## src/rtl/komut_pkg.sv

```systemverilog
// -----------------------------------------------------------------------------
// komut_pkg
// Shared types and constants for the instruction fetch/decode/issue sequencer.
//   durum_t       : sequencer state encoding
//   KOMUT_NOP     : instruction register value after reset (addi x0,x0,0)
//   PC_ADIM       : PC increment per instruction
//   *_W           : counter widths
//   helpers       : saturating increments and the per-state output pattern
// -----------------------------------------------------------------------------
package komut_pkg;

    typedef enum logic [2:0] {
        BOSTA  = 3'd0,
        GETIR  = 3'd1,
        COZ    = 3'd2,
        GONDER = 3'd3,
        DUR    = 3'd4
    } durum_t;

    localparam logic [31:0] KOMUT_NOP   = 32'h0000_0013;
    localparam logic [31:0] PC_ADIM     = 32'd4;
    localparam logic [31:0] ADRES_MASKE = 32'hFFFF_FFFC;

    localparam int KOMUT_SAYAC_W = 16;
    localparam int HATA_SAYAC_W  = 8;
    localparam int ZAMAN_SAYAC_W = 8;

    // Issued-instruction counter increment, holding at all-ones.
    function automatic logic [KOMUT_SAYAC_W-1:0] komut_arttir(
        input logic [KOMUT_SAYAC_W-1:0] deger
    );
        if (deger == {KOMUT_SAYAC_W{1'b1}}) begin
            return deger;
        end else begin
            return deger + {{(KOMUT_SAYAC_W-1){1'b0}}, 1'b1};
        end
    endfunction

    // Illegal-instruction counter increment, holding at all-ones.
    function automatic logic [HATA_SAYAC_W-1:0] hata_arttir(
        input logic [HATA_SAYAC_W-1:0] deger
    );
        if (deger == {HATA_SAYAC_W{1'b1}}) begin
            return deger;
        end else begin
            return deger + {{(HATA_SAYAC_W-1){1'b0}}, 1'b1};
        end
    endfunction

    // Output pattern {bellek_istek, cikis_gecerli, durdu} for a state being entered.
    function automatic logic [2:0] cikis_kodu(input durum_t durum);
        case (durum)
            GETIR:   return 3'b100;
            GONDER:  return 3'b010;
            DUR:     return 3'b001;
            default: return 3'b000;
        endcase
    endfunction

endpackage

```

## src/rtl/komut_getir_kontrol_zaman_asimi_sayac.sv

```systemverilog
// -----------------------------------------------------------------------------
// zaman_asimi_sayac
// Loadable down-counter that measures how long a fetch has been waiting.
//   clk, rst   : clock, synchronous active-high reset (counter -> 0)
//   yukle      : load `baslangic` (start of a new wait window)
//   azalt      : decrement by one, holding at zero
//   baslangic  : reload value (window length minus one)
//   bitti      : counter is zero, i.e. the current cycle is the last allowed one
// -----------------------------------------------------------------------------
module zaman_asimi_sayac
    import komut_pkg::*;
#(
    parameter int W = ZAMAN_SAYAC_W
) (
    input  logic         clk,
    input  logic         rst,
    input  logic         yukle,
    input  logic         azalt,
    input  logic [W-1:0] baslangic,
    output logic         bitti
);

    logic [W-1:0] sayac_r;

    // Down-counter: load has priority over decrement; stops at zero.
    always_ff @(posedge clk) begin
        if (rst) begin
            sayac_r <= {W{1'b0}};
        end else if (yukle) begin
            sayac_r <= baslangic;
        end else if (azalt && (sayac_r != {W{1'b0}})) begin
            sayac_r <= sayac_r - {{(W-1){1'b0}}, 1'b1};
        end else begin
            sayac_r <= sayac_r;
        end
    end

    assign bitti = (sayac_r == {W{1'b0}});

endmodule

```

## src/rtl/komut_getir_kontrol.sv

```systemverilog
// -----------------------------------------------------------------------------
// komut_getir_kontrol
// Multi-cycle fetch / decode / issue sequencer for the RV32 decode path.
// Owns the PC and the instruction register, fetches over a request/ack
// handshake, lets an external decoder judge `komut`, and issues legal
// instructions to execute over valid/ready.
//
// Ports
//   clk, rst                 : clock, synchronous active-high reset
//   basla                    : start pulse (only honoured when idle)
//   bellek_istek/_adres      : fetch request and address (= pc)
//   bellek_hazir/_veri       : fetch acknowledge and returned word
//   komut / hata             : instruction register to decoder, illegal flag back
//   cikis_gecerli/_hazir     : issue handshake to execute stage
//   dallan / dallan_adres    : redirect strobe and target (word aligned here)
//   pc, durdu, zaman_asimi   : current PC, halted, halted-by-timeout (sticky)
//   komut_sayac, hata_sayac  : saturating issued / illegal counts
// All outputs come straight from registers.
// -----------------------------------------------------------------------------
module komut_getir_kontrol
    import komut_pkg::*;
#(
    parameter logic [31:0] BASLANGIC_ADRES = 32'h0000_0000,
    parameter int          ZAMAN_ASIMI     = 16,
    parameter bit          HATADA_DUR      = 1'b1
) (
    input  logic                     clk,
    input  logic                     rst,
    input  logic                     basla,
    output logic                     bellek_istek,
    output logic [31:0]              bellek_adres,
    input  logic                     bellek_hazir,
    input  logic [31:0]              bellek_veri,
    output logic [31:0]              komut,
    input  logic                     hata,
    output logic                     cikis_gecerli,
    input  logic                     cikis_hazir,
    input  logic                     dallan,
    input  logic [31:0]              dallan_adres,
    output logic [31:0]              pc,
    output logic                     durdu,
    output logic                     zaman_asimi,
    output logic [KOMUT_SAYAC_W-1:0] komut_sayac,
    output logic [HATA_SAYAC_W-1:0]  hata_sayac
);

    // The counter reads zero in the last permitted wait cycle, so it is
    // loaded with the window length minus one.
    localparam logic [ZAMAN_SAYAC_W-1:0] ZA_YUKLE = ZAMAN_SAYAC_W'(ZAMAN_ASIMI - 1);

    durum_t                    durum_r;
    logic [31:0]               pc_r;
    logic [31:0]               komut_r;
    logic                      istek_r;
    logic                      gecerli_r;
    logic                      durdu_r;
    logic                      zaman_asimi_r;
    logic [KOMUT_SAYAC_W-1:0]  komut_sayac_r;
    logic [HATA_SAYAC_W-1:0]   hata_sayac_r;

    logic                      zs_yukle_s;
    logic                      zs_azalt_s;
    logic                      zs_bitti_s;
    logic [31:0]               hedef_s;
    logic [31:0]               pc_artik_s;

    assign hedef_s    = dallan_adres & ADRES_MASKE;
    assign pc_artik_s = pc_r + PC_ADIM;  // wraps silently at the top of memory

    // Timeout window control: reload on every entry into GETIR (start,
    // redirect, ack, skip, issue); count down only while waiting in GETIR.
    always_comb begin
        zs_yukle_s = 1'b0;
        zs_azalt_s = 1'b0;
        case (durum_r)
            BOSTA: begin
                zs_yukle_s = basla;
            end
            GETIR: begin
                if (dallan || bellek_hazir) begin
                    zs_yukle_s = 1'b1;
                end else begin
                    zs_azalt_s = 1'b1;
                end
            end
            COZ, GONDER: begin
                zs_yukle_s = 1'b1;
            end
            default: begin
                zs_yukle_s = 1'b0;
                zs_azalt_s = 1'b0;
            end
        endcase
    end

    zaman_asimi_sayac #(
        .W (ZAMAN_SAYAC_W)
    ) u_zaman_asimi_sayac (
        .clk       (clk),
        .rst       (rst),
        .yukle     (zs_yukle_s),
        .azalt     (zs_azalt_s),
        .baslangic (ZA_YUKLE),
        .bitti     (zs_bitti_s)
    );

    // Sequencer FSM with PC, instruction register, counters and registered outputs.
    always_ff @(posedge clk) begin
        if (rst) begin
            durum_r                         <= BOSTA;
            pc_r                            <= BASLANGIC_ADRES;
            komut_r                         <= KOMUT_NOP;
            {istek_r, gecerli_r, durdu_r}   <= 3'b000;
            zaman_asimi_r                   <= 1'b0;
            komut_sayac_r                   <= {KOMUT_SAYAC_W{1'b0}};
            hata_sayac_r                    <= {HATA_SAYAC_W{1'b0}};
        end else begin
            case (durum_r)
                BOSTA: begin
                    if (basla) begin
                        durum_r                       <= GETIR;
                        {istek_r, gecerli_r, durdu_r} <= cikis_kodu(GETIR);
                    end else begin
                        durum_r                       <= BOSTA;
                        {istek_r, gecerli_r, durdu_r} <= cikis_kodu(BOSTA);
                    end
                end

                GETIR: begin
                    if (dallan) begin
                        // Restart the fetch at the target; any ack data is dropped.
                        pc_r                          <= hedef_s;
                        durum_r                       <= GETIR;
                        {istek_r, gecerli_r, durdu_r} <= cikis_kodu(GETIR);
                    end else if (bellek_hazir) begin
                        komut_r                       <= bellek_veri;
                        durum_r                       <= COZ;
                        {istek_r, gecerli_r, durdu_r} <= cikis_kodu(COZ);
                    end else if (zs_bitti_s) begin
                        zaman_asimi_r                 <= 1'b1;
                        durum_r                       <= DUR;
                        {istek_r, gecerli_r, durdu_r} <= cikis_kodu(DUR);
                    end else begin
                        durum_r                       <= GETIR;
                        {istek_r, gecerli_r, durdu_r} <= cikis_kodu(GETIR);
                    end
                end

                COZ: begin
                    // An illegal word is counted even when a redirect overrides the halt.
                    if (hata) begin
                        hata_sayac_r <= hata_arttir(hata_sayac_r);
                    end else begin
                        hata_sayac_r <= hata_sayac_r;
                    end

                    if (dallan) begin
                        pc_r                          <= hedef_s;
                        durum_r                       <= GETIR;
                        {istek_r, gecerli_r, durdu_r} <= cikis_kodu(GETIR);
                    end else if (hata && HATADA_DUR) begin
                        durum_r                       <= DUR;
                        {istek_r, gecerli_r, durdu_r} <= cikis_kodu(DUR);
                    end else if (hata) begin
                        pc_r                          <= pc_artik_s;
                        durum_r                       <= GETIR;
                        {istek_r, gecerli_r, durdu_r} <= cikis_kodu(GETIR);
                    end else begin
                        durum_r                       <= GONDER;
                        {istek_r, gecerli_r, durdu_r} <= cikis_kodu(GONDER);
                    end
                end

                GONDER: begin
                    // A handshake coinciding with a redirect still counts as issued.
                    if (gecerli_r && cikis_hazir) begin
                        komut_sayac_r <= komut_arttir(komut_sayac_r);
                    end else begin
                        komut_sayac_r <= komut_sayac_r;
                    end

                    if (dallan) begin
                        pc_r                          <= hedef_s;
                        durum_r                       <= GETIR;
                        {istek_r, gecerli_r, durdu_r} <= cikis_kodu(GETIR);
                    end else if (gecerli_r && cikis_hazir) begin
                        pc_r                          <= pc_artik_s;
                        durum_r                       <= GETIR;
                        {istek_r, gecerli_r, durdu_r} <= cikis_kodu(GETIR);
                    end else begin
                        durum_r                       <= GONDER;
                        {istek_r, gecerli_r, durdu_r} <= cikis_kodu(GONDER);
                    end
                end

                DUR: begin
                    // Terminal until reset; start and redirect are ignored.
                    durum_r                       <= DUR;
                    {istek_r, gecerli_r, durdu_r} <= cikis_kodu(DUR);
                end

                default: begin
                    durum_r                       <= BOSTA;
                    {istek_r, gecerli_r, durdu_r} <= cikis_kodu(BOSTA);
                end
            endcase
        end
    end

    assign bellek_istek  = istek_r;
    assign bellek_adres  = pc_r;
    assign komut         = komut_r;
    assign cikis_gecerli = gecerli_r;
    assign pc            = pc_r;
    assign durdu         = durdu_r;
    assign zaman_asimi   = zaman_asimi_r;
    assign komut_sayac   = komut_sayac_r;
    assign hata_sayac    = hata_sayac_r;

endmodule

```

## config.mk

```make
export PLATFORM = sky130hd
export DESIGN_NAME = komut_getir_kontrol
export DESIGN_NICKNAME = d
export VERILOG_FILES = /design/src/rtl/komut_pkg.sv /design/src/rtl/komut_getir_kontrol_zaman_asimi_sayac.sv /design/src/rtl/komut_getir_kontrol.sv
export SDC_FILE = /design/constraint.sdc
export NUM_CORES = 1
export LEC_CHECK = 0
export CORE_ASPECT_RATIO = 2
export CORE_MARGIN = 3
export CORE_UTILIZATION = 40
export DETAILED_ROUTE_END_ITERATION = 8
export HOLD_SLACK_MARGIN = 0.08
export PLACE_DENSITY_LB_ADDON = 0.3
export SYNTH_ARGS = -nofsm -noshare
export SYNTH_HDL_FRONTEND = slang
export SYNTH_HIERARCHICAL = 1
export SYNTH_SLANG_ARGS = --single-unit
```

## constraint.sdc

```tcl
create_clock -name clk -period 2.7 [get_ports clk]
set_input_delay 0.54 -clock clk [delete_from_list [all_inputs] [get_ports clk]]
set_output_delay 0.54 -clock clk [all_outputs]
set_load 0.01 [all_outputs]
```

==> Yosys cells after proc, flatten, opt, wreduce, memory -nomap -nowiden <==
Index checks and enable logic that the tools add are counted.
{ "word_totals": {"in_bits": 71, "ff_bits": 103, "out_inout_bits": 124, "wordCells": 81} }
{ "classes": {"eq_ne": 8, "addsub": 4, "n_reduce_logical": 16, "muxes": 38, "n_bitwise": 4} }
{ "op_table": {"columns": ["operator", "count"], "rows": [
  ["32-bit two-way mux", 3],
  ["32-bit case mux with 2 select lines", 1],
  ["32-bit by 3-bit adder with 32-bit output (second input constant)", 1],
  ["1-bit two-way mux", 20],
  ["16-bit by 1-bit adder with 16-bit output (second input constant)", 1],
  ["16-bit equality test (second input constant)", 1],
  ["3-bit two-way mux", 5],
  ["3-bit case mux with 5 select lines", 1],
  ["3-bit AND reduction", 4],
  ["8-bit by 1-bit adder with 8-bit output (second input constant)", 1],
  ["8-bit equality test (second input constant)", 1],
  ["8-bit logical NOT", 1],
  ["4-bit two-way mux", 2],
  ["8-bit nonzero test", 1],
  ["8-bit by 1-bit subtractor with 8-bit output (second input constant)", 1],
  ["3-bit by 2-bit equality test with 1-bit output (second input constant)", 2],
  ["1-bit case mux with 3 select lines", 2],
  ["2-bit OR reduction", 3],
  ["2-bit two-way mux", 2],
  ["1-bit NOT", 4],
  ["1-bit case mux with 4 select lines", 1],
  ["4-bit AND reduction", 1],
  ["2-bit nonzero test", 2],
  ["3-bit by 1-bit equality test with 1-bit output (second input constant)", 1],
  ["other kinds (7)", 8]
]} }

==> Longest topological paths before layout <==
Gate-level depths: netlist (run 1).
{ "logic_depth": {"ltp_word": 6, "mapped_depth": 8, "ltp_nobuf": 8} }

==> Cells and area by module <==
The synthesis (run 1) kept the hierarchy.
{ "modules_own_cells": {"columns": ["mod", "instances", "cells_per_inst", "area_per_inst_um2", "seq_area_each_um2"], "rows": [
  ["komut_getir_kontrol", 1, 612, 4800.9, 1861.8],
  ["zaman_asimi_sayac", 1, 59, 515.5, 160.2]
]} }

==> Least setup slack after synthesis (run 1) <==
No wires, ideal clock.
{ "synth_timing": {"path_kind": "in2reg", "from": "in dallan", "to": "reg u_zaman_asimi_sayac.sayac_r[5]", "setup_ps": 91, "path_buffers": 0, "path_stages": 5, "setup_slack_ps": 190, "arrival_ps": 2419, "required_time_ps": 2609, "path_cell_list": "nand2b_1 > nor4_1 > o41ai_4 > or4_1 > a311oi_1"} }
{ "synth_via": {"elab_chain_len": 4, "elab_cells_between_ends": 7, "classes_between": "mux (4); reduce/logical (3)"} }
{ "synth_rtl": {"columns": ["element", "line", "rtl"], "rows": [
  ["start, declared", "komut_getir_kontrol.sv:38", "input logic dallan,"],
  ["1-bit logical OR", "komut_getir_kontrol.sv:80", "if (dallan || bellek_hazir) begin"],
  ["1-bit two-way mux", "komut_getir_kontrol.sv:80", null],
  ["1-bit two-way mux", "komut_getir_kontrol.sv:75", "case (durum_r)"],
  ["net zs_azalt_s", "komut_getir_kontrol.sv:62", "logic zs_azalt_s;"],
  ["1-bit logical AND", "komut_getir_kontrol_zaman_asimi_sayac.sv:31", "end else if (azalt && (sayac_r != {W{1'b0}})) begin"],
  ["end signal, assigned", "komut_getir_kontrol_zaman_asimi_sayac.sv:30", "sayac_r <= baslangic;"],
  ["end signal, assigned", "komut_getir_kontrol_zaman_asimi_sayac.sv:32", "sayac_r <= sayac_r - {{(W-1){1'b0}}, 1'b1};"],
  ["end signal, assigned", "komut_getir_kontrol_zaman_asimi_sayac.sv:34", "sayac_r <= sayac_r;"],
  ["end, declared", "komut_getir_kontrol_zaman_asimi_sayac.sv:23", "logic [W-1:0] sayac_r;"]
]} }
The timed path passes the listed nets, and every way through them passes these cells.
A chain may end at the register's enable or synchronous reset.

==> Final worst setup path (run 1) <==
Same ends and word-level chain as after synthesis.

==> results of run 1 <==
synthesized netlist by cell type (15+ instances only):
cell type	n
buf_4	34
nor2_1	61
dfxtp_1	101
nand2_1	105
a21oi_1	56
o21ai_0	27
nand3_1	22
nor3_1	15
clkbuf_1	32
xor2_1	16
nand4_1	16
cell type report:
cell class,count,area [um^2]
clock buffer,10,229
multi-input combinational,495,2880
timing repair buffer,209,2070
inverter,11,41.3
sequential,101,2020
fill,1179,5480
clock inverter,6,72.6
tap,152,190
placed cells by master (no fill, tap or decap), types with 6 or more instances in the layout:
| cell | n |
|---|---|
| nor2_1 | 61 |
| conb_1 | 12 |
| nand2_1 | 105 |
| nand3b_1 | 6 |
| xor2_1 | 16 |
| nand4_1 | 16 |
| and4_1 | 6 |
| a21oi_1 | 56 |
| dfxtp_1 | 101 |
| clkdlybuf4s50_1 | 187 |
| a31oi_1 | 8 |
| nor3_1 | 15 |
| nand3_1 | 22 |
| xnor2_1 | 8 |
| inv_1 | 10 |
| and3_1 | 10 |
| clkbuf_16 | 9 |
| buf_4 | 19 |
| o21ai_0 | 27 |
worst paths after layout:
| kind | end | slack (ns) | depth (start not counted) |
|---|---|---|---|
| worst min-delay path | komut[17] | 0.46 | 2 |
| worst max register to register | u_zaman_asimi_sayac/sayac_r[5] | 0.40 | 6 |
| worst min register to register | komut[17] | 0.46 | 2 |
| worst max-delay path | u_zaman_asimi_sayac/sayac_r[5] | 0.30 | 7 |
flip-flops by register name, summed over array words and instances, names as in the netlist:
name,flops
bellek_adres,30
durdu,1
bellek_istek,1
hata_sayac,8
zaman_asimi,1
komut,32
cikis_gecerli,1
u_zaman_asimi_sayac/sayac_r,8
durum_r,3
komut_sayac,16
per-layer routing:
metal | vias up | wire length [um]
li1 | 2666 | -
met1 | 2597 | 5840
met2 | 208 | 8760
met3 | 38 | 968
met4 | 0 | 531
met5 | - | 0
power breakdown:
group | internal (W) | switching [W] | total [W]
clock network | 0.000728 | 0.000596 | 0.00132
registers | 0.00155 | 0.0000886 | 0.00164
logic | 0.000329 | 0.000261 | 0.000591
kinds of logic (layout without fill, tap and decap cells):
| group | Yosys count | count (layout) |
|---|---|---|
| AO/OA/AOI/OAI | 155 | 155 |
| XOR/XNOR | 24 | 24 |
| adder cells (fa/ha/maj) | 5 | 5 |
| buffers and inverters | 85 | 236 |
| flip-flops | 101 | 101 |
| multiplexers | 5 | 5 |
| other | 2 | 12 |
| AND/OR/NAND/NOR | 294 | 294 |
per-stage QoR:
step           total power (W)   TNS, ns
6_report               0.00355         0
4_1_cts                0.00360         0
3_5_place_dp           0.00226  -0.00388
5_1_grt                0.00371         0
3_3_place_gp           0.00225         0
2_1_floorplan          0.00197         0
critical path, delay by kind of cell:
kind	cells	cell delay (ns)
AO/OA/AOI/OAI	2	0.41
buffers and inverters	2	0.68
AND/OR/NAND/NOR	3	1.01
==> run summary, run 1 <==
final hold slack: 0.455 ns
Tot GR Track Use: 21.4%
Top-Level Pins: 195
slew margin rel.: 50.7%
xor/xnor share of the synthesized area: 3.95%
drt pass-1 iters: 4
Startpoint Class: input port
RSZ-0062 raised after global routing: no
clk_lat worst skew: 0.34 ns
GR peak layer: met2
residual DRC count: 0
mux share of post-synthesis cell area: 0.965%
number of inserted diodes: 0
top-area cell type share of the netlist area: 38.0%
cell area after layout: 7510 um^2
grt ovf: 0
postcts setup bufs: 0
Critical Path Max Stage Delay: 0.48 ns
post-route ant nets: 0
clock skew: 0.0109 ns
PwrDens: 473 nW/um^2
final worst path period share: 88.7%
GP Congestion: 0.863
Tightest Pin Transition: 0.739 ns
Via-to-Cell Ratio: 5.60
Synth Area in Adders: 1.18%
min-delay src: komut[17]
Compound-Gate Fraction of Synth Area: 19.1%
met1 Use GR: 22.4%
Crit. End Element: register
ys async rst share: 0%
Worst Path Class, Setup: input port to register
Die Y: 169 um
Sink Count: 101
Final Non-Filler Cells: 984
GR Util met2: 39.6%
Layout area overhead: 41.3%
worst hold path type: register to register
Synth Flop Type: dfxtp_1
Crit-path slowest cell: or4_1
placed cell count: 968
Starting DRT DRC Count: 306
DP Worst Slack: -0.00388 ns
Critical Path RT: 2.94 ns
CTS tree: yes
CTS Buffer Depth: 2
Mapped Area: 5320 um^2
routed vias: 5509
Horiz. Die Dim: 87.5 um
core area: 13000 um^2
Fin. Hold Viols: 0
nets: 903
DR WL/cell: 16.4 um
first-pass GRT wire length: 25900 um
clock slew at reported path FFs: 0.07 ns
cts bufs inserted: 9
drt total wl: 16100 um
Final setup viols: 0
CP cell instances: clkdlybuf4s50_1, nand2b_1, nor4_1, buf_4, o41ai_4, or4_1, a311oi_1
post-route worst setup slack: 0.304 ns
Core Util, Final: 57.8%
Placed Area: 7210 um^2
Seq/Total Area, Yosys: 38.0%
htree depth: 3
VDD IR max: 0.310 mV
post-layout minimum cycle time: 2.40 ns
Crit path arrival time: 2.63 ns
yosys warns: 6
clock root cell: clkbuf_16
critical path fanouts, max: 8
Final Max Slew Viols: 0
fmax: 0.417 GHz
FF-to-FF Start: durum_r[0]
Starting Density: 40.9%
Avg Cell Area, Syn: 7.92 um^2
post-synth cell types: 75
Post-synth EDFFs: 0
area leader, netlist: dfxtp_1
combinational family with the most area after synthesis: simple AND/OR/NAND/NOR gates
synthesized instance count: 671
share of layout cells above drive strength 1: 7.21%
hold_buf cts: 0
simple-gate area share of the yosys netlist: 28.1%
row count: 59
post-CTS sizing: 0
status: completed
met3 Use GR: 4.43%
initial antenna violation count: 0
vias in the first global route: 5488
total die area: 14800 um^2
Leakage: 2.62 nW
Synth area leaders: dfxtp_1 38%, nand2_1 7.4%, a21oi_1 5.3%
max cap viols: 0
Port Buffers: 188
post-DP HPWL: 11900 um
largest net degree at the start of global routing: 71
Worst setup startpoint: dallan
Yosys reg bits: 101
Power figures use the tool's default switching activity.
==> inputs of run 2 (changes only) <==
--- a/config.mk
+++ b/config.mk
@@ -5,10 +5,13 @@
 export SDC_FILE = /design/constraint.sdc
 export NUM_CORES = 1
 export LEC_CHECK = 0
+export CELL_PAD_IN_SITES_DETAIL_PLACEMENT = 1
+export CELL_PAD_IN_SITES_GLOBAL_PLACEMENT = 1
 export CORE_ASPECT_RATIO = 2
 export CORE_MARGIN = 3
-export CORE_UTILIZATION = 40
+export CORE_UTILIZATION = 32
 export DETAILED_ROUTE_END_ITERATION = 8
+export GPL_TIMING_DRIVEN = 0
 export HOLD_SLACK_MARGIN = 0.08
 export PLACE_DENSITY_LB_ADDON = 0.3
 export SYNTH_ARGS = -nofsm -noshare
==> run 2 against run 1 <==
- design area increased by 3.9%
- register-to-register slack got worse by 0.20 ns
- sequential share of layout area decreased by 1.0 points
- worst hold slack got worse by 0.00068 ns
- final cell count increased by 11%
- core utilization decreased by 9.9 points
- highest routed layer unchanged
- clock skew about the same
- critical endpoint is now u_zaman_asimi_sayac/sayac_r[7]
==> run summary, run 2 (synthesis gave the netlist of run 1 again) <==
status: completed
Core Util, Final: 48.0% (-9.9 points)
hold_buf cts: 0 (unchanged)
Fin. Hold Viols: 0 (unchanged)
post-DP HPWL: 16000 um (+34%)
Horiz. Die Dim: 97.1 um (+11%)
CTS tree: yes
drt pass-1 iters: 4 (unchanged)
fmax: 0.391 GHz (-6.2%)
post-layout minimum cycle time: 2.55 ns (+0.159 ns)
PwrDens: 455 nW/um^2 (-3.8%)
Startpoint Class: input port
clock root cell: clkbuf_16
DR WL/cell: 18.8 um (+15%)
share of layout cells above drive strength 1: 9.14% (+1.9 points)
Port Buffers: 188 (unchanged)
core area: 16300 um^2 (+25%)
vias in the first global route: 6065 (+11%)
final worst path period share: 94.6% (+5.9 points)
Sink Count: 101 (unchanged)
max cap viols: 0 (unchanged)
Leakage: 2.76 nW (+5.5%)
critical path buffer and inverter count: 2 (unchanged)
first-pass GRT wire length: 32000 um (+24%)
Via-to-Cell Ratio: 5.33 (-4.7%)
RSZ-0062 raised after global routing: no
htree depth: 3 (unchanged)
largest net degree at the start of global routing: 15 (-79%)
Tot GR Track Use: 22.0% (+0.57 points)
Top-Level Pins: 195 (unchanged)
initial antenna violation count: 0 (unchanged)
VDD IR max: 0.281 mV (-9.3%)
clock slew at reported path FFs: 0.07 ns (about the same)
number of inserted diodes: 0 (unchanged)
cell area after layout: 7800 um^2 (+3.9%)
commonest non-fill, non-tap cell in the layout: clkdlybuf4s50_1
Crit path arrival time: 2.77 ns (+0.14 ns)
clock skew: 0.0105 ns (-0.000404 ns)
Final Max Slew Viols: 0 (unchanged)
GP Congestion: 0.933 (+8.2%)
residual DRC count: 0 (unchanged)
Tightest Pin Transition: 1.11 ns (+0.374 ns)
max FFs per register: 32 (unchanged)
cts bufs inserted: 9 (unchanged)
Critical Path RT: 2.92 ns (-0.02 ns)
Setup TNS: 0 ns (unchanged)
CTS Buffer Depth: 2 (unchanged)
worst hold path type: register to register
grt ovf: 0 (unchanged)
Starting DRT DRC Count: 172 (-44%)
Crit-path slowest cell: clkdlybuf4s50_1
Critical Path Max Stage Delay: 0.51 ns (+0.03 ns)
Layout area overhead: 46.8%
Starting Density: 32.7% (-8.2 points)
Final Non-Filler Cells: 1090 (+11%)
drt total wl: 20500 um (+27%)
routed vias: 5815 (+5.6%)
critical path fanouts, max: 7 (-1)
Die Y: 188 um (+11%)
clk_lat worst skew: 0.35 ns (about the same)
Final setup viols: 0 (unchanged)
Crit. End Element: register
delay-heaviest family, CP: simple AND/OR/NAND/NOR gates
total die area: 18300 um^2 (+24%)
fillcell total: 1985 (+68%)
Placed Area: 7490 um^2 (+3.9%)
Worst Path Class, Setup: input port to register
CP cell instances: clkdlybuf4s50_1, nand2b_2, nor4_4, buf_4, or3b_2, nor3_1, mux2i_1, a211oi_1
row count: 66 (+12%)
slew margin rel.: 25.1% (-26 points)
placed cell count: 1073 (+11%)
post-route ant nets: 0 (unchanged)
nets: 957 (+6.0%)
commonest non-fill, non-tap cells in the layout: 188 x clkdlybuf4s50_1, 105 x nand2_1, 101 x dfxtp_1, 61 x nor2_1, 56 x a21oi_1
==> run 2: changes by cell type in the layout (fill, tap and decap cells not counted), sizes merged <==
cell	change
buf	+20
bufinv	-1
clkbuf	+38
clkdlybuf4s50	+1
clkinv	-1
clkinvlp	-2
inv	-1
==> run 2: power by group <==
part           total [W]  internal, W  switching (W)
Clock            0.00125     0.000677       0.000574
Sequential       0.00163      0.00155      0.0000814
Combinational   0.000667     0.000359       0.000307
==> run 2: path summary, 6_finish.rpt <==
| check | from | to | slack (ns) | cells past startpoint |
|---|---|---|---|---|
| max | dallan | u_zaman_asimi_sayac/sayac_r[7] | 0.15 | 8 |
| min | komut[11] | komut[11] | 0.45 | 2 |
| max reg2reg | bellek_adres[15] | bellek_adres[28] | 0.20 | 6 |
| min reg2reg | komut[11] | komut[11] | 0.45 | 2 |
==> run 2: timing repair <==
item                       CTS  global route
resized for setup            2             8
setup buffers                0             1
pin swaps                    0             2
setup endpoints to repair    8            18
==> run 2: area by class of cell <==
class	count	area (um^2)	area share (%)
buffer	74	417	5.34
sequential	101	2020	25.9
clock inverter	1	5.00	0.0641
timing repair buffer	189	1890	24.2
tap	204	255	3.27
inverter	11	45.0	0.577
clock buffer	15	268	3.43
multi-input combinational	495	2900	37.2
==> run 2: worst register-to-register path: stages, from the launching register on <==
cell	delay [ns]
dfxtp_1	0.35
clkbuf_1	0.32
nand4_1	0.16
nor4_1	0.93
nand4b_1	0.29
nand4b_1	0.18
o221ai_1	0.12
==> run 2: routing by layer <==
layer  global-route usage, %  share of wire [%]  vias to the layer above
li1                        -                  -                     2774
met1                    21.0                 35                     2794
met2                    43.6                 56                      204
met3                    4.59                4.9                       43
met4                    10.4                3.7                        0
met5                       0                  0                        -
==> run 2: through the flow <==
| step | total power, W | setup slack, ns | hold WS (ns) |
|---|---|---|---|
| 5_1_grt | 0.00371 | 0.000958 | 0.475 |
| 6_report | 0.00355 | 0.145 | 0.454 |
| 3_3_place_gp | 0.00232 | -0.880 | 0.442 |
| 4_1_cts | 0.00359 | 0.0122 | 0.455 |
| 3_5_place_dp | 0.00233 | -0.969 | 0.446 |
| 2_1_floorplan | 0.00197 | 0.190 | 0.480 |
==> inputs of run 3 (changes only) <==
--- a/config.mk
+++ b/config.mk
@@ -5,10 +5,9 @@
 export SDC_FILE = /design/constraint.sdc
 export NUM_CORES = 1
 export LEC_CHECK = 0
-export CELL_PAD_IN_SITES_DETAIL_PLACEMENT = 1
+export CELL_PAD_IN_SITES_DETAIL_PLACEMENT = 0
 export CELL_PAD_IN_SITES_GLOBAL_PLACEMENT = 1
 export CORE_ASPECT_RATIO = 2
-export CORE_MARGIN = 3
 export CORE_UTILIZATION = 32
 export DETAILED_ROUTE_END_ITERATION = 8
 export GPL_TIMING_DRIVEN = 0
==> run 3 against run 2 <==
- final cell count about the same
- non-clock buffer count decreased by 1
- sequential share of layout area decreased by 0.095 points
- critical path type unchanged
- critical endpoint is now bellek_adres[15]
- largest power group unchanged
==> run summary, run 3 (synthesis gave the netlist of run 1 again) <==
Startpoint Class: input port
commonest non-fill, non-tap cell in the layout: clkdlybuf4s50_1
clock slew at reported path FFs: 0.08 ns (about the same)
post-layout minimum cycle time: 2.55 ns (-0.00496 ns)
Top-Level Pins: 195 (unchanged)
Starting DRT DRC Count: 260 (+51%)
clk_lat worst skew: 0.34 ns (about the same)
Leakage: 2.77 nW (+0.36%)
DR WL/cell: 17.0 um (-9.6%)
vias in the first global route: 5291 (-13%)
max FFs per register: 32 (unchanged)
critical path fanouts, max: 10 (+3)
Critical Path RT: 2.91 ns (about the same)
Clk pwr share: 38.6% (+3.4 points)
Tightest Pin Transition: 1.05 ns (-0.0673 ns)
worst hold path type: register to register
PwrDens: 474 nW/um^2 (+4.1%)
status: completed
number of inserted diodes: 0 (unchanged)
cell internal pwr: 0.00273 W (+5.5%)
Starting Density: 32.7% (unchanged)
slew margin rel.: 29.6% (+4.5 points)
Die Y: 184 um (-2.1%)
grt ovf: 0 (unchanged)
Final setup viols: 0 (unchanged)
core area: 16300 um^2 (unchanged)
routed vias: 5563 (-4.3%)
clock root cell: clkbuf_16
cts bufs inserted: 9 (unchanged)
Via-to-Cell Ratio: 5.11 (-4.2%)
Tot GR Track Use: 21.4% (-0.56 points)
drt total wl: 18500 um (-9.7%)
post-route ant nets: 0 (unchanged)
fmax: 0.392 GHz (+0.19%)
initial antenna violation count: 0 (unchanged)
GP Congestion: 0.905 (-3.0%)
switching part of the total: 26.4% (-0.69 points)
first-pass GRT wire length: 28400 um (-11%)
RSZ-0062 raised after global routing: no
htree depth: 3 (unchanged)
Sequential Power Share: 43.9% (-2.1 points)
Crit path arrival time: 2.76 ns (about the same)
Combinational Power Share: 17.5% (-1.3 points)
CTS Buffer Depth: 2 (unchanged)
largest net degree at the start of global routing: 18 (+3)
Core Util, Final: 48.1% (+0.18 points)
final worst path period share: 94.4% (-0.18 points)
Horiz. Die Dim: 93.1 um (-4.1%)
total die area: 17200 um^2 (-6.2%)
Crit. End Element: register
Final Power: 0.00371 W (+4.5%)
Setup TNS: 0 ns (unchanged)
Port Buffers: 188 (unchanged)
max cap viols: 0 (unchanged)
commonest non-fill, non-tap cells in the layout: 188 x clkdlybuf4s50_1, 105 x nand2_1, 101 x dfxtp_1, 61 x nor2_1, 56 x a21oi_1
Fin. Hold Viols: 0 (unchanged)
Final Max Slew Viols: 0 (unchanged)
drt pass-1 iters: 4 (unchanged)
postcts setup bufs: 0 (unchanged)
residual DRC count: 0 (unchanged)
clock skew: 0.0123 ns (+0.00177 ns)
final hold slack: 0.454 ns (-0.000128 ns)
row count: 66 (unchanged)
share of layout cells above drive strength 1: 9.04% (-0.10 points)
Layout area overhead: 47.3%
post-DP HPWL: 14400 um (-9.8%)
Sink Count: 101 (unchanged)
nets: 956 (-0.10%)
Worst Path Class, Setup: input port to register
VDD IR max: 0.331 mV (+18%)
switching pwr: 0.000981 W (+1.9%)
CTS tree: yes
## run 3: changes by cell type in the layout (fill, tap and decap cells not counted)
cell        previous run  this run
a21oi_2                0         1
a21oi_4                1         0
buf_4                 35        34
bufinv_16              0         2
clkbuf_1              34        32
clkbuf_2               3         2
clkbuf_8               2         0
clkinv_1               0         1
clkinv_2               1         0
clkinvlp_4             1         2
inv_6                  0         1
inv_8                  0         1
nand2b_1               4         5
nand2b_2               1         0
## run 3: final timing paths
path | start | to | slack, ns | depth (start not counted)
max | cikis_hazir | bellek_adres[15] | 0.15 | 7
max reg2reg | bellek_adres[2] | bellek_adres[30] | 0.16 | 6
min | komut[7] | komut[7] | 0.45 | 2
min reg2reg | komut[7] | komut[7] | 0.45 | 2
## run 3: layout make-up
cell class | count | area [um^2]
buffer | 74 | 415
clock buffer | 10 | 229
clock inverter | 6 | 95.1
fill | 1661 | 8440
inverter | 11 | 41.3
multi-input combinational | 495 | 2890
sequential | 101 | 2020
tap | 204 | 255
timing repair buffer | 188 | 1880
## run 3: layer usage
metal | wire length (um) | share of wire [%] | global-route usage (%)
met4 | 512 | 2.8 | 8.18
met1 | 6490 | 35 | 21.1
met5 | 0 | 0 | 0
met3 | 967 | 5.2 | 3.63
met2 | 10500 | 57 | 42.9
## run 3: power groups by stage
stage	Sequential, W	Clock [W]	Combinational (W)
6_report	0.00163	0.00143	0.000649
5_1_grt	0.00164	0.00154	0.000706
4_1_cts	0.00163	0.00147	0.000653
3_5_place_dp	0.00167	0	0.000649
3_3_place_gp	0.00166	0	0.000647
2_1_floorplan	0.00167	0	0.000299
## run 3: repair_timing
item	4_1_cts	5_1_grt
setup endpoints to repair	8	10
pin swaps	0	0
resized for setup	2	3
hold buffers	0	0
hold endpoints to repair	0	0
## run 3: per-stage QoR
step / std cells / worst slack (ns) / cell area, um^2
global placement: 1073 / -0.895 / 7490
global route: 1089 / 0.00446 / 7830
detailed placement: 1073 / -0.873 / 7490
finish: 1089 / 0.150 / 7830
floorplan: 681 / 0.190 / 5350
CTS: 1089 / 0.0227 / 7830
## run 3: worst max-delay path, cell delays in order
cell and delay (ns):
clkdlybuf4s50_1 0.51, nand4_1 0.28, a21oi_2 0.52, clkbuf_1 0.47, o21ai_0 0.19, a22oi_1 0.18
nor2_1 0.06
